<file path="src/rtl/cpu_pkg.sv">
// Shared CPU definitions: next-PC select encodings, fetch FSM states, instruction width.
package cpu_pkg;

  localparam int INST_W = 32;

  typedef enum logic [1:0] {
    PCS_SEQ = 2'b00,
    PCS_JR  = 2'b01,
    PCS_BR  = 2'b10,
    PCS_J   = 2'b11
  } pcs_t;

  typedef enum logic [2:0] {
    ST_BOOT,
    ST_REQ,
    ST_WAIT,
    ST_EXEC,
    ST_HALT
  } ifu_state_t;

endpackage

</file>
<file path="src/rtl/next_pc_calc.sv">
// Combinational next-PC selection: sequential, jr, PC-relative branch, or pseudo-direct jump.
module next_pc_calc
  import cpu_pkg::*;
(
  input  logic [31:0] pc,
  input  logic [1:0]  PC_s,
  input  logic [15:0] imm,
  input  logic [25:0] address,
  input  logic [31:0] rs_data,
  output logic [31:0] next_pc,
  output logic        misalign
);

  logic [31:0] pc_plus4;
  logic [31:0] br_off;

  assign pc_plus4 = pc + 32'd4;
  assign br_off   = {{14{imm[15]}}, imm, 2'b00};

  always_comb begin
    next_pc = pc_plus4;
    unique case (pcs_t'(PC_s))
      PCS_SEQ: next_pc = pc_plus4;
      PCS_JR:  next_pc = rs_data;
      PCS_BR:  next_pc = pc_plus4 + br_off;
      PCS_J:   next_pc = {pc_plus4[31:28], address, 2'b00};
      default: next_pc = pc_plus4;
    endcase
  end

  // Only jr can produce a non-word target; the other paths are aligned by construction.
  assign misalign = |next_pc[1:0];

endmodule

</file>
<file path="src/rtl/inst_fetch_unit.sv">
// PC register and req/ack instruction fetch FSM feeding the decoder.
// Optional performance counters enabled by defining IFU_PERF_CNT_EN.
module inst_fetch_unit
  import cpu_pkg::*;
#(
  parameter logic [31:0] RESET_PC    = 32'h0000_0000,
  parameter int unsigned TIMEOUT_CYC = 255
) (
  input  logic              clk,
  input  logic              rst_n,
  output logic              imem_req,
  output logic [31:0]       imem_addr,
  input  logic              imem_ack,
  input  logic [31:0]       imem_rdata,
  output logic [INST_W-1:0] inst,
  output logic              inst_valid,
  input  logic              stall,
  input  logic [1:0]        PC_s,
  input  logic [15:0]       imm,
  input  logic [25:0]       address,
  input  logic [31:0]       rs_data,
  output logic [31:0]       pc,
  output logic [31:0]       pc_plus4,
  output logic              fetch_fault
`ifdef IFU_PERF_CNT_EN
  ,
  output logic [31:0]       perf_fetch_cnt,
  output logic [31:0]       perf_redirect_cnt
`endif
);

  localparam logic [7:0] TMO = TIMEOUT_CYC[7:0];

  ifu_state_t        state_q, state_d;
  logic [31:0]       pc_q, pc_d;
  logic [INST_W-1:0] inst_q, inst_d;
  logic              fault_q, fault_d;
  logic [7:0]        cnt_q, cnt_d;
  logic              advance;
  logic [31:0]       next_pc;
  logic              misalign;

  next_pc_calc u_next_pc_calc (
    .pc       (pc_q),
    .PC_s     (PC_s),
    .imm      (imm),
    .address  (address),
    .rs_data  (rs_data),
    .next_pc  (next_pc),
    .misalign (misalign)
  );

  always_ff @(posedge clk or negedge rst_n) begin
    if (!rst_n) begin
      state_q <= ST_BOOT;
      pc_q    <= RESET_PC;
      inst_q  <= '0;
      fault_q <= 1'b0;
      cnt_q   <= '0;
    end else begin
      state_q <= state_d;
      pc_q    <= pc_d;
      inst_q  <= inst_d;
      fault_q <= fault_d;
      cnt_q   <= cnt_d;
    end
  end

  always_comb begin
    state_d = state_q;
    pc_d    = pc_q;
    inst_d  = inst_q;
    fault_d = fault_q;
    cnt_d   = cnt_q;
    advance = 1'b0;
    unique case (state_q)
      ST_BOOT: state_d = ST_REQ;
      ST_REQ: begin
        cnt_d   = '0;
        state_d = ST_WAIT;
      end
      ST_WAIT: begin
        if (imem_ack) begin
          inst_d  = imem_rdata;
          state_d = ST_EXEC;
        end else begin
          cnt_d = cnt_q + 8'd1;
          if (cnt_d == TMO) begin
            fault_d = 1'b1;
            state_d = ST_HALT;
          end
        end
      end
      ST_EXEC: begin
        if (!stall) begin
          if (misalign) begin
            fault_d = 1'b1;
            state_d = ST_HALT;
          end else begin
            pc_d    = next_pc;
            advance = 1'b1;
            state_d = ST_REQ;
          end
        end
      end
      ST_HALT: state_d = ST_HALT;
      default: state_d = ST_BOOT;
    endcase
  end

  // Decoded from state so an async reset drops imem_req immediately.
  assign imem_req    = (state_q == ST_REQ) || (state_q == ST_WAIT);
  assign inst_valid  = (state_q == ST_EXEC);
  assign imem_addr   = pc_q;
  assign pc          = pc_q;
  assign pc_plus4    = pc_q + 32'd4;
  assign inst        = inst_q;
  assign fetch_fault = fault_q;

`ifdef IFU_PERF_CNT_EN
  logic [31:0] fetch_cnt_q, redirect_cnt_q;

  always_ff @(posedge clk or negedge rst_n) begin
    if (!rst_n) begin
      fetch_cnt_q    <= '0;
      redirect_cnt_q <= '0;
    end else if (advance) begin
      fetch_cnt_q <= fetch_cnt_q + 32'd1;
      if (pcs_t'(PC_s) != PCS_SEQ) redirect_cnt_q <= redirect_cnt_q + 32'd1;
    end
  end

  assign perf_fetch_cnt    = fetch_cnt_q;
  assign perf_redirect_cnt = redirect_cnt_q;
`endif

endmodule

</file>
<file path="config.mk">
export PLATFORM = sky130hd
export DESIGN_NAME = inst_fetch_unit
export DESIGN_NICKNAME = d
export VERILOG_FILES = /design/src/rtl/cpu_pkg.sv /design/src/rtl/next_pc_calc.sv /design/src/rtl/inst_fetch_unit.sv
export SDC_FILE = /design/constraint.sdc
export NUM_CORES = 1
export LEC_CHECK = 0
export CAP_MARGIN = 40
export CORE_UTILIZATION = 50
export CTS_BUF_LIST = sky130_fd_sc_hd__clkbuf_2
export DETAILED_ROUTE_END_ITERATION = 16
export GPL_TIMING_DRIVEN = 0
export PLACE_DENSITY = 0.89
export SYNTH_ARGS = -nofsm -noshare
export SYNTH_HDL_FRONTEND = slang
export SYNTH_SLANG_ARGS = --single-unit
</file>
<file path="constraint.sdc">
create_clock -name clk -period 6.9 [get_ports clk]
set_input_delay 0.69 -clock clk [delete_from_list [all_inputs] [get_ports clk]]
set_output_delay 0.69 -clock clk [all_outputs]
set_load 0.03 [all_outputs]
</file>
==> impl_metrics.json <==
{
  "status": "finished, final reports clean",
  "die_h_um": 116,
  "synth_top_family_by_area": "simple AND/OR/NAND/NOR gates",
  "ys_ff_latch": 76,
  "cts_tree": "done",
  "r2r_cells": 14,
  "cp-end-kind": "register",
  "worst_ep_required_time_ns": 7.41,
  "yosysWarningCount": 0,
  "path_clk_slew_ns": 0.23,
  "die_w_um": 116,
  "timing.critical_path.to": "imem_addr[24]",
  "area_growth_pct": 43.2,
  "cts_max_level": 3,
  "synth_area_mm2": 0.00649,
  "crit_top_cell": "ha_1",
  "postCtsHoldBufs": 0,
  "antenna_found_initial": 1,
  "dr.pass1.iters": 6,
  "clk-insertion-delay-late_ns": 0.57,
  "dpl.cell_count": 1136,
  "tns_ns": 0,
  "final_max_slew_viol_count": 0,
  "drt-total-wl_mm": 21.3,
  "remaining_drc_errors": 0,
  "nets": 1124,
  "postPlaceCellArea_mm2": 0.00916,
  "fin_worst_skew_ns": 0.0222,
  "worst_pin_slew_ns": 0.919,
  "core_area_mm2": 0.0126,
  "gp_congestion": 0.962,
  "num_rows": 41,
  "syn_inst": 720,
  "rsz0062_at_grt": "no",
  "floorplan.initialDensity_pct": 51.4,
  "synthDistinctLibCells": 75,
  "min_period_ns": 4.47,
  "p_per_area_mw_per_mm2": 467,
  "syn_nets": 869,
  "dr_total_vias": 6677,
  "dieArea_mm2": 0.0134,
  "final_core_util_pct": 73.7,
  "hold_viol": 0,
  "grt_pass1_vias": 6454,
  "p_leak_nw": 3.93,
  "synth_compound_area_share_pct": 16.6,
  "crit_arrival_ns": 4.98,
  "worst-path-max-fanout": 6,
  "postCtsSetupBuffers": 0,
  "synth_ff_type": "dfrtp_1",
  "crit_slowest_cell": "nor3_1",
  "setup_viol": 0,
  "syn_area_per_cell_um2": 9.02,
  "synth_top_area_share_pct": 29.3,
  "hpwl_mm": 16.9,
  "grt_max_degree": 44,
  "total_power_w": 0.00434,
  "wire_per_inst_um": 18.5,
  "max_stage_delay_ns": 0.73,
  "cts-resized-gates": 0,
  "yosysSeqAreaShare_pct": 29.3,
  "yosys.area_share.adder_pct": 7.25,
  "synth_mux_area_share_pct": 14.0,
  "fin_cells": 1153,
  "grt_first_pass_wirelength_mm": 33.0,
  "critical_path.cell_chain": "ha_1, nand4_1, nor3_1, and3_1, xor2_1, ha_1, and2_1, a221oi_1, nor3b_1, o21ai_0, a41oi_1, xnor2_1, nor2_1, o31ai_1",
  "cts_sinks": 76,
  "rr_startpoint": "imem_addr[3]",
  "synth_edf_count": 0,
  "grt_remaining_overflow": 0,
  "max_freq_mhz": 224,
  "ant_nets": 0,
  "track_usage_pct": 32.4,
  "post-route-period-util_pct": 64.8,
  "drive_gt1_share_pct": 13.8,
  "min_path_type": "input port to async pin",
  "r2r_slack_ns": 2.43,
  "synthSimpleGateAreaFrac_pct": 18.3,
  "ys_async_sr_fraction_pct": 100,
  "maxCapViolCount": 0,
  "synth_area_leaders": "dfrtp_1 29%, ha_1 6.9%, mux2_2 6.2%, mux4_2 6.2%, nand2_1 5.0%",
  "setup.worst_path.class": "register to register",
  "io_pins": 243,
  "max_slew_margin_pct": 38.5,
  "peakVddDrop_uv": 324,
  "portBuffers": 241,
  "stdcell_area_mm2": 0.00930,
  "start_kind": "register",
  "via_per_inst": 5.79,
  "drt_iter0_markers": 645,
  "r2r_end": "imem_addr[24]",
  "yosys.area.top_type": "dfrtp_1",
  "clock_path_buffers": 2,
  "synth_xor_area_share_pct": 7.30,
  "cts-root-buf": "clkbuf_2",
  "cp-startpoint": "imem_addr[3]",
  "numCtsBuffers": 9
}
per-stage QoR:
| stage | hold slack, ns | setup slack (ns) |
|---|---|---|
| after floorplan | 0.394 | 2.59 |
| final | 0.0491 | 2.43 |
| after global placement | 0.455 | 2.40 |
| after detailed placement | 0.458 | 2.61 |
| after CTS | 0.0287 | 2.55 |
| after global routing | 0.0189 | 2.10 |
final cells by class:
cell class | instances | area [um2]
diodes | 1 | 2.50
plain buffers | 65 | 378
clock buffers | 10 | 50.0
clock inverters | 6 | 87.6
fillers | 977 | 3320
inverters | 26 | 97.6
multi-input cells | 553 | 4120
flip-flops and latches | 76 | 1900
well taps | 172 | 215
repair buffers | 244 | 2450
cell usage after synthesis, types with 4 or more instances:
master	number
nand2_1	87
xnor2_1	29
nand2b_1	11
nor2_1	48
buf_4	35
o22ai_1	5
o21ai_0	49
inv_1	26
a21oi_1	43
and3_1	7
and2_1	7
a31oi_1	6
a21o_1	9
clkbuf_1	22
nor2b_1	6
o21a_1	7
nor3_1	12
nand3_1	20
o21bai_1	5
nand4_1	10
xor2_1	22
ha_1	36
dfrtp_1	76
mux2i_1	8
mux4_2	18
mux2_2	36
or3_1	4
a22oi_1	4
buf_1	6
routing by layer:
| metal | global-route usage (%) | vias up | part of all wire, % |
|---|---|---|---|
| met1 | 39.7 | 3126 | 38 |
| met4 | 16.4 | 0 | 3.1 |
| met2 | 54.2 | 424 | 48 |
| li1 | - | 3071 | - |
| met5 | 0 | - | 0 |
| met3 | 6.75 | 56 | 10 |
cells by family after synthesis:
logic type / count (synthesis)
DFF: 76
muxes: 63
AOI/OAI and AO/OA: 165
adders and majority gates: 37
xor gates and xnor gates: 52
buffers and inverters: 91
and+or+nand+nor: 236
placed cells by master, fill, tap and decap left out, types with 4 or more instances in the layout:
cell type,count
nor3_1,12
nand2_1,87
dfrtp_1,76
or3_1,4
mux4_2,18
inv_1,26
a22oi_1,4
buf_4,36
mux2_2,36
clkdlybuf4s50_1,240
nor2b_1,6
xnor2_1,29
buf_1,6
nand4_1,10
and3_1,7
o21bai_1,5
o21ai_0,49
ha_1,36
xor2_1,22
a21o_1,9
and2_1,7
nand2b_1,11
clkbuf_2,10
o21a_1,7
o22ai_1,5
a31oi_1,6
nand3_1,20
nor2_1,48
mux2i_1,8
clkbuf_1,22
a21oi_1,43
worst min-delay path by stage:
stage	endpoint	slack, ns	depth (start not counted)
2_1_floorplan	cnt_q[0]	0.39	0
4_1_cts	imem_addr[6]	0.03	1
3_3_place_gp	fetch_fault	0.46	1
6_report	cnt_q[6]	0.05	1
3_5_place_dp	fetch_fault	0.46	1
5_1_grt	inst[2]	0.02	1
report_power, final:
group	total, W	switching, W	internal [W]
Sequential	0.000875	0.000241	0.000634
Combinational	0.00317	0.00177	0.00141
Clock	0.000295	0.000173	0.000122
Total	0.00434	0.00218	0.00216
state kept, by name (all words and copies together), names as in the netlist:
signal / flops
imem_addr: 32
inst: 32
cnt_q: 8
state_q: 3
fetch_fault: 1
worst max-delay path, delay by kind of cell, from the launching register on:
kind,cells,cell delay [ns]
flip-flops,1,0.50
AO/OA/AOI/OAI,4,1.00
XOR/XNOR,2,0.47
AND/OR/NAND/NOR,6,1.78
adder cells (fa/ha/maj),2,0.67
Note: power is estimated with default switching activity, not from simulation.
